==> src/rtl/debug_disp_pkg.sv <==
// debug_disp_pkg: mode encodings and seven-segment decode shared by the debug display.
package debug_disp_pkg;

    typedef enum logic [1:0] {
        MODE_DIRECT = 2'b00,
        MODE_STEP   = 2'b01,
        MODE_SCAN   = 2'b10,
        MODE_RSVD   = 2'b11
    } mode_e;

    // Segment order a..g, a in the MSB, active-low.
    localparam logic [6:0] SEG_TABLE [16] = '{
        7'b0000001, 7'b1001111, 7'b0010010, 7'b0000110,
        7'b1001100, 7'b0100100, 7'b0100000, 7'b0001111,
        7'b0000000, 7'b0000100, 7'b0001000, 7'b1100000,
        7'b0110001, 7'b1000010, 7'b0110000, 7'b0111000
    };

    function automatic logic [6:0] hex_to_seg(input logic [3:0] nib);
        return SEG_TABLE[nib];
    endfunction

endpackage

==> src/rtl/key_debouncer.sv <==
// key_debouncer: synchronises an active-low key, debounces it and pulses once per press.
module key_debouncer
    import debug_disp_pkg::*;
#(
    parameter int DEBOUNCE = 250000
) (
    input  logic clk_i,
    input  logic rst_i,
    input  logic key_n_i,
    output logic level_o,
    output logic press_strobe_o
);

    localparam int CW = $clog2(DEBOUNCE + 1);

    logic [1:0]    sync_q;
    logic          level_q, level_d;
    logic          strobe_q, strobe_d;
    logic [CW-1:0] cnt_q, cnt_d;

    always_comb begin
        cnt_d    = '0;
        level_d  = level_q;
        strobe_d = 1'b0;
        if (sync_q[1] != level_q) begin
            if (cnt_q == CW'(DEBOUNCE - 1)) begin
                level_d  = ~level_q;
                strobe_d = level_q;
            end else begin
                cnt_d = cnt_q + 1'b1;
            end
        end
    end

    always_ff @(posedge clk_i) begin
        if (rst_i) begin
            sync_q   <= 2'b11;
            level_q  <= 1'b1;
            strobe_q <= 1'b0;
            cnt_q    <= '0;
        end else begin
            sync_q   <= {sync_q[0], key_n_i};
            level_q  <= level_d;
            strobe_q <= strobe_d;
            cnt_q    <= cnt_d;
        end
    end

    assign level_o        = level_q;
    assign press_strobe_o = strobe_q;

endmodule

==> src/rtl/debug_probe_display.sv <==
// debug_probe_display: selects a probe channel (direct/step/scan) and drives hex digits.
module debug_probe_display
    import debug_disp_pkg::*;
#(
    parameter int N_CH       = 8,
    parameter int W          = 16,
    parameter int DEBOUNCE   = 250000,
    parameter int SCAN_TICKS = 50000000,
    parameter int SW_W       = $clog2(N_CH),
    parameter int ND         = W / 4
) (
    input  logic              clk_i,
    input  logic              rst_i,
    input  logic [N_CH*W-1:0] ch_data_i,
    input  logic [SW_W-1:0]   sw_sel_i,
    input  logic [1:0]        mode_i,
    input  logic              key_step_n_i,
    input  logic              hold_i,
    output logic [SW_W-1:0]   ch_idx_o,
    output logic [W-1:0]      digits_o,
    output logic              key_strobe_o,
    output logic [ND*7-1:0]   hex_seg_o
);

    localparam int SCW = $clog2(SCAN_TICKS);

    mode_e          mode;
    logic           key_level, key_strobe, key_press, tc;
    logic [SW_W-1:0] ch_idx_q, ch_idx_d, idx_inc;
    logic [SCW-1:0] scan_q, scan_d;
    logic [W-1:0]   digits_q, digits_d;

    key_debouncer #(.DEBOUNCE(DEBOUNCE)) u_key (
        .clk_i          (clk_i),
        .rst_i          (rst_i),
        .key_n_i        (key_step_n_i),
        .level_o        (key_level),
        .press_strobe_o (key_strobe)
    );

    assign mode      = mode_e'(mode_i);
    assign key_press = key_strobe & ~key_level;
    assign tc        = scan_q == SCW'(SCAN_TICKS - 1);
    assign idx_inc   = (ch_idx_q == SW_W'(N_CH - 1)) ? '0 : ch_idx_q + 1'b1;

    always_comb begin
        scan_d   = '0;
        ch_idx_d = ch_idx_q;
        if (mode == MODE_SCAN) begin
            scan_d   = tc ? '0 : scan_q + 1'b1;
            ch_idx_d = tc ? idx_inc : ch_idx_q;
        end else if (mode == MODE_STEP) begin
            ch_idx_d = key_press ? idx_inc : ch_idx_q;
        end else if ({1'b0, sw_sel_i} < (SW_W + 1)'(N_CH)) begin
            // Out-of-range switch settings keep the previous channel.
            ch_idx_d = sw_sel_i;
        end
        digits_d = hold_i ? digits_q : ch_data_i[ch_idx_q*W +: W];
    end

    always_ff @(posedge clk_i) begin
        if (rst_i) begin
            ch_idx_q <= '0;
            scan_q   <= '0;
            digits_q <= '0;
        end else begin
            ch_idx_q <= ch_idx_d;
            scan_q   <= scan_d;
            digits_q <= digits_d;
        end
    end

    for (genvar d = 0; d < ND; d++) begin : g_seg
        assign hex_seg_o[d*7 +: 7] = hex_to_seg(digits_q[d*4 +: 4]);
    end

    assign ch_idx_o     = ch_idx_q;
    assign digits_o     = digits_q;
    assign key_strobe_o = key_strobe;

endmodule

==> config.mk <==
export PLATFORM = sky130hd
export DESIGN_NAME = debug_probe_display
export DESIGN_NICKNAME = d
export VERILOG_FILES = /design/src/rtl/debug_disp_pkg.sv /design/src/rtl/key_debouncer.sv /design/src/rtl/debug_probe_display.sv
export SDC_FILE = /design/constraint.sdc
export NUM_CORES = 1
export LEC_CHECK = 0
export BUFFER_PORTS_ARGS = -buffer_cell sky130_fd_sc_hd__buf_2
export CORE_AREA = 2 2 102 104
export DETAILED_ROUTE_END_ITERATION = 12
export DIE_AREA = 0 0 104 106
export PLACE_DENSITY = 0.85
export SETUP_SLACK_MARGIN = 0.15
export SLEW_MARGIN = 10
export SYNTH_ARGS = -nofsm -noshare
export SYNTH_HDL_FRONTEND = slang
export SYNTH_SLANG_ARGS = --single-unit
==> constraint.sdc <==
create_clock -name clk_i -period 2.69 [get_ports clk_i]
set_clock_uncertainty 0.15 [all_clocks]
set_input_delay 0.269 -clock clk_i [delete_from_list [all_inputs] [get_ports clk_i]]
set_output_delay 0.269 -clock clk_i [all_outputs]
set_load 0.005 [all_outputs]
# [After elaboration in Yosys (flattened, before gate mapping)]
# Memories as Yosys holds them, arrays and structs flattened.
# Cells that the tools add are included.
[op_classes] bitwise=9 shifts=1 reduce_logical=5 n_eq_ne=8 n_mux=13 multipliers=0 order_cmp=4 n_addsub=3 div=0
[ops] operator="128-bit by 8-bit indexed part select with 16-bit output" n=1
[ops] operator="7-bit two-way mux" n=8
[ops] operator="26-bit by 1-bit adder with 26-bit output, second input constant" n=1
[ops] operator="26-bit == test, second input constant" n=1
[ops] operator="5-bit greater-or-equal comparator, second input constant" n=4
[ops] operator="4-bit NOT with 5-bit output" n=4
[ops] operator="18-bit by 1-bit adder with 18-bit output, second input constant" n=1
[ops] operator="18-bit == test, second input constant" n=1
[ops] operator="3-bit two-way mux" n=5
[ops] operator="3-bit OR reduction" n=3
[ops] operator="1-bit NOT" n=4
[ops] operator="2-bit AND reduction" n=2
[ops] operator="3-bit by 1-bit adder with 3-bit output, second input constant" n=1
[ops] operator="3-bit == test, second input constant" n=1
[ops] operator="3-bit != test, second input constant" n=1
[ops] operator="2-bit by 1-bit == test with 1-bit output, second input constant" n=1
[ops] operator="2-bit == test, second input constant" n=1
[ops] operator="2-bit != test, second input constant" n=1
[ops] operator="1-bit bitwise AND" n=1
[ops] operator="1-bit != test" n=1
[word_totals] mem_bits_rw=0 input_bits=137 register_bits=67 out_inout_bits=48 romBits=448 latch_bits=0 mem_count=4 word_cells=54
[mem_list] memory="(no name shown)" words=16 word_bits=7 read_ports=1 rd_clocked_by_memory_dff=0 wr=0 line_no="debug_disp_pkg.sv:20" text="return SEG_TABLE[nib];"
[mem_list] memory="(no name shown)" words=16 word_bits=7 read_ports=1 rd_clocked_by_memory_dff=0 wr=0 line_no="debug_disp_pkg.sv:20"
[mem_list] memory="(no name shown)" words=16 word_bits=7 read_ports=1 rd_clocked_by_memory_dff=0 wr=0 line_no="debug_disp_pkg.sv:20"
[mem_list] memory="(no name shown)" words=16 word_bits=7 read_ports=1 rd_clocked_by_memory_dff=0 wr=0 line_no="debug_disp_pkg.sv:20"

# [Logic depth before layout (Yosys ltp)]
[logic_depth] depth_word=5 ltp_mapped=6

# [By module]
# From an unflattened synthesis, not the netlist that was laid out.
[hier_totals] cells_unflattened=516 area_unflattened_um2=4774.6
[modules_own_cells] mod="debug_probe_display" n_inst=1 seq_area_each_um2=900.9 cells_each=408 area_per_inst_um2=3807.4
[modules_own_cells] mod="key_debouncer" n_inst=1 seq_area_each_um2=440.4 cells_each=108 area_per_inst_um2=967.2

# [Least setup slack after synthesis]
# OpenSTA, ideal clock, no wires.
[synth_timing] path_type="flip-flop to flip-flop" from="register ch_idx_q[0] (netlist: ch_idx_o[0])" to="register digits_q[15] (netlist: digits_o[15])" path_slack_ps=570 stages_incl_launch_ff=7 arrival_time_ps=1842 setup_ps=128 cell_sequence="dfxtp_1 > buf_2 > buf_2 > mux4_2 > mux2_2 > mux2i_1 > nor2_1"
[synth_between] elab_chain_cells=1
[synth_lines] element="from (decl)" line_no="debug_probe_display.sv:29" text="logic [SW_W-1:0] ch_idx_q, ch_idx_d, idx_inc;"
[synth_lines] element="from (signal assigned)" line_no="debug_probe_display.sv:67" text="ch_idx_q <= ch_idx_d;"
[synth_lines] element="128-bit by 8-bit indexed part select with 16-bit output" line_no="debug_probe_display.sv:58" text="digits_d = hold_i ? digits_q : ch_data_i[ch_idx_q*W +: W];"
[synth_lines] element="to (signal assigned)" line_no="debug_probe_display.sv:69" text="digits_q <= digits_d;"
[synth_lines] element="to (decl)" line_no="debug_probe_display.sv:31" text="logic [W-1:0] digits_q, digits_d;"
# No other way between the ends.
# A chain may end at the register's enable or synchronous reset.

# [Worst setup path in the final report]
[layout_timing] from="register digits_q[4] (netlist: digits_o[4])" to="output hex_seg_o[10]"
[layout_between] elab_chain_cells=4
[layout_lines] element="4-bit NOT with 5-bit output (implied by the code)" line_no="debug_disp_pkg.sv:20"
[layout_lines] element="memory 16 x 7 bit"
[layout_lines] element="7-bit two-way mux (implied by the code) (2 in series)" line_no="debug_disp_pkg.sv:20"
[layout_lines] element="to (decl)" line_no="debug_probe_display.sv:22" text="output logic [ND*7-1:0] hex_seg_o"
# No other way between the ends. The select of a mux whose other input is x is not followed.

==> results.cfg <==
[finish]
drive_gt1_share_pct = 38.48
synthToLayoutAreaGrowth_pct = 26.11
final_nets = 859
final_area_sq_um = 6171
diodes = 0

[place]
port_buffers = 184
placed_cell_area_sq_um = 5921
hpwl_um = 10990
gp_congestion = 0.9017

[clock_network]
clkTransAtPathRegs_ps = 80
htreeDepth = 3
clockRootBuffer = clkbuf_8
cts_buffer_depth = 2
clock_latency_ps = 350
tritoncts = done
postCtsSetupBuffers = 0
numCtsBuffers = 9
post_cts_resized = 0
clock-sinks = 67

[synthesis]
seq_area_frac_synth_pct = 27.41
yosysUniqueCellTypes = 52
synth_area_leaders = dfxtp_1 (27%), mux4_2 (17%), ha_1 (7.2%)
synth_common_cells = dfxtp_1 (67), nor2_1 (55), mux4_2 (36), nand2_1 (34), ha_1 (28)
yosysTopAreaCellShare_pct = 27.41
mappedNetlistArea_sq_um = 4893
syn_inst = 524
synth_area_leader_cell = dfxtp_1
yosys_most_used_dff = dfxtp_1
synthArstFlopShare_pct = 0
synth_edf_count = 0
syn_area_per_cell_sq_um = 9.339
synth_warnings = 0
synth_seq_cells = 67
yosys.cell_count.top_type = dfxtp_1
synth_fp_nets = 689

[timing]
relSlewSlack_pct = 44.92
fmax_mhz = 412.4
setup_viol = 0
rsz0062_at_grt = false
finalCritPeriodShare_pct = 90.14
hold_viol_final = 0
drv_slew = 0
tightestPinTransition_ps = 826.2
period_needed_ps = 2425
timing.setup.tns_ps = 0

[floorplan]
die_h_um = 106
start_util_pct = 48.94
rows = 37
io_pins = 185
core-area_sq_um = 10000
dieArea_sq_um = 11020
die_w_um = 104

[worst_setup_path]
crit_slowest_cell = mux4_2
cp.depth = 5
r2r_slack_ps = 510
startpoint = digits_o[4]
max_stage_delay_ps = 510
r2r_end = scan_q[21]
crit_top_cell = inv_1
critPathArrivalTime_ps = 2010
end_kind = output pin
required_ps = 2270
path_cells = inv_1, ha_1, inv_1, mux4_2, buf_2
crit_type = register to output pin
cp_num_buf_inv = 3
r2r_cells = 4
r2r_start = scan_q[2]
critical_path.top_delay_family = multiplexers
critical_path.max_fanout = 6
crit_path_start_kind = register
endpoint = hex_seg_o[10]

[pwr]
p_leak_nw = 2.517
peakVddDrop_v = 0.0003463
report.power.total_mw = 2.892
power_density_nw_per_um2 = 468.7

[global_routing]
grt_pass1_wl_um = 23020
grt_use_total_pct = 25.81
grt_max_degree = 34
gr-total-overflow = 0
antenna_found_initial = 2
grt_pass1_vias = 4802

[routing]
post_drt_wl_per_cell_um = 17.03
wirelength_um = 14220
remaining_drc_errors = 0
vias_per_cell = 5.728
first_pass_iters = 5
vias = 4783
ant_nets = 0
drt-initial-drc-count = 324

[run]
maxCapViolCount = 0

[outcome]
outcome = finished clean

[worst_hold_path]
hold_path.class = input pin to register
==> layout by cell type (no fill, tap or decap), drive strengths merged, types with 2 or more instances in the layout <==
master,synthesis,layout
buf,14,193
dfxtp,67,67
nor2,55,55
mux4,36,36
nand2,34,34
ha,28,28
a211oi,18,18
inv,17,17
a21oi,17,17
mux2i,16,16
nand3,16,16
o21ai,16,16
nor2b,15,15
xnor2,14,14
xor2,11,11
or3,10,10
nand4,10,10
mux2,9,9
or4,9,9
nor3,9,9
and3,9,9
clkbuf,21,9
o31ai,9,9
a22o,8,8
nand2b,6,6
nor4b,5,5
nor4,5,5
or3b,5,5
a32o,4,4
o21a,4,4
a31oi,4,4
or2,3,3
nor3b,3,3
a311o,3,3
bufinv,0,3
clkinv,0,3
and4,2,2
a22oi,2,2
==> how the worst min path moves through the flow <==
| stage | from | end | slack, ps | cells past startpoint |
|---|---|---|---|---|
| after detailed placement | u_key.sync_q[0] | u_key.sync_q[1] | 240 | 1 |
| after global routing | rst_i | scan_q[1] | 210 | 3 |
| after CTS | rst_i | scan_q[1] | 190 | 3 |
| after floorplan | key_step_n_i | u_key.sync_q[0] | 220 | 1 |
| final | rst_i | scan_q[1] | 200 | 3 |
| after global placement | u_key.sync_q[0] | u_key.sync_q[1] | 240 | 1 |
==> report_power, final <==
part | switching, mW | internal, mW
Combinational | 0.326 | 0.431
Clock | 0.400 | 0.614
Sequential | 0.0973 | 1.02
Total | 0.823 | 2.07
==> logic make-up (layout without fill, tap and decap cells) <==
group	Yosys count	count (layout)	synth area share (%)
AND/OR/NAND/NOR	200	200	21.73
adder cells (fa/ha/maj)	28	28	7.159
flip-flops	67	67	27.41
XOR/XNOR	25	25	4.475
AO/OA/AOI/OAI	91	91	13.01
multiplexers	61	61	21.91
buffers and inverters	52	227	4.296
==> flip-flops by register name (all words and copies together), names as in the netlist <==
name,cells
ch_idx_o,3
u_key.level_o,1
u_key.sync_q,2
u_key.press_strobe_o,1
scan_q,26
u_key.cnt_q,18
digits_o,16
==> timing repair <==
item	in CTS	in global routing
hold buffers	1	0
endpoints found under the hold margin	1	0
endpoints found under the setup margin	0	0
==> through the flow <==
| step | utilization (%) | hold WS, ps | setup slack (ps) | instances |
|---|---|---|---|---|
| after floorplan | - | 222.8 | 570.3 | 524 |
| after global placement | 59.21 | 244.0 | 627.3 | 818 |
| after detailed placement | 59.21 | 242.9 | 516.4 | 818 |
| after CTS | 61.71 | 186.1 | 264.2 | 835 |
| after global routing | 61.71 | 209.0 | 160.0 | 835 |
| final | 61.71 | 200.7 | 265.1 | 835 |
==> cell type report <==
| cell class | count | area [sq um] |
|---|---|---|
| Tap cell | 136 | 170.2 |
| Multi-Input combinational cell | 405 | 3342 |
| Clock inverter | 7 | 116.4 |
| Sequential cell | 67 | 1344 |
| Inverter | 17 | 63.81 |
| Clock buffer | 9 | 123.9 |
| Timing Repair Buffer | 194 | 1011 |
| Fill cell | 816 | 3829 |
==> per-layer routing <==
| metal | track usage, % | vias up | part of all wire, % |
|---|---|---|---|
| li1 | - | 2296 | - |
| met5 | 0 | - | 0.18 |
| met2 | 46.66 | 183 | 52 |
| met4 | 8.398 | 4 | 1.8 |
| met3 | 8.400 | 20 | 8.1 |
| met1 | 28.70 | 2280 | 38 |
==> worst reg2reg max path, stage by stage, from the launching register on <==
cell and delay [ps]:
dfxtp_1 410, and3_1 310, nand4_1 460, or4_1 640, a21oi_1 160
(Power assumes the default switching activity.)
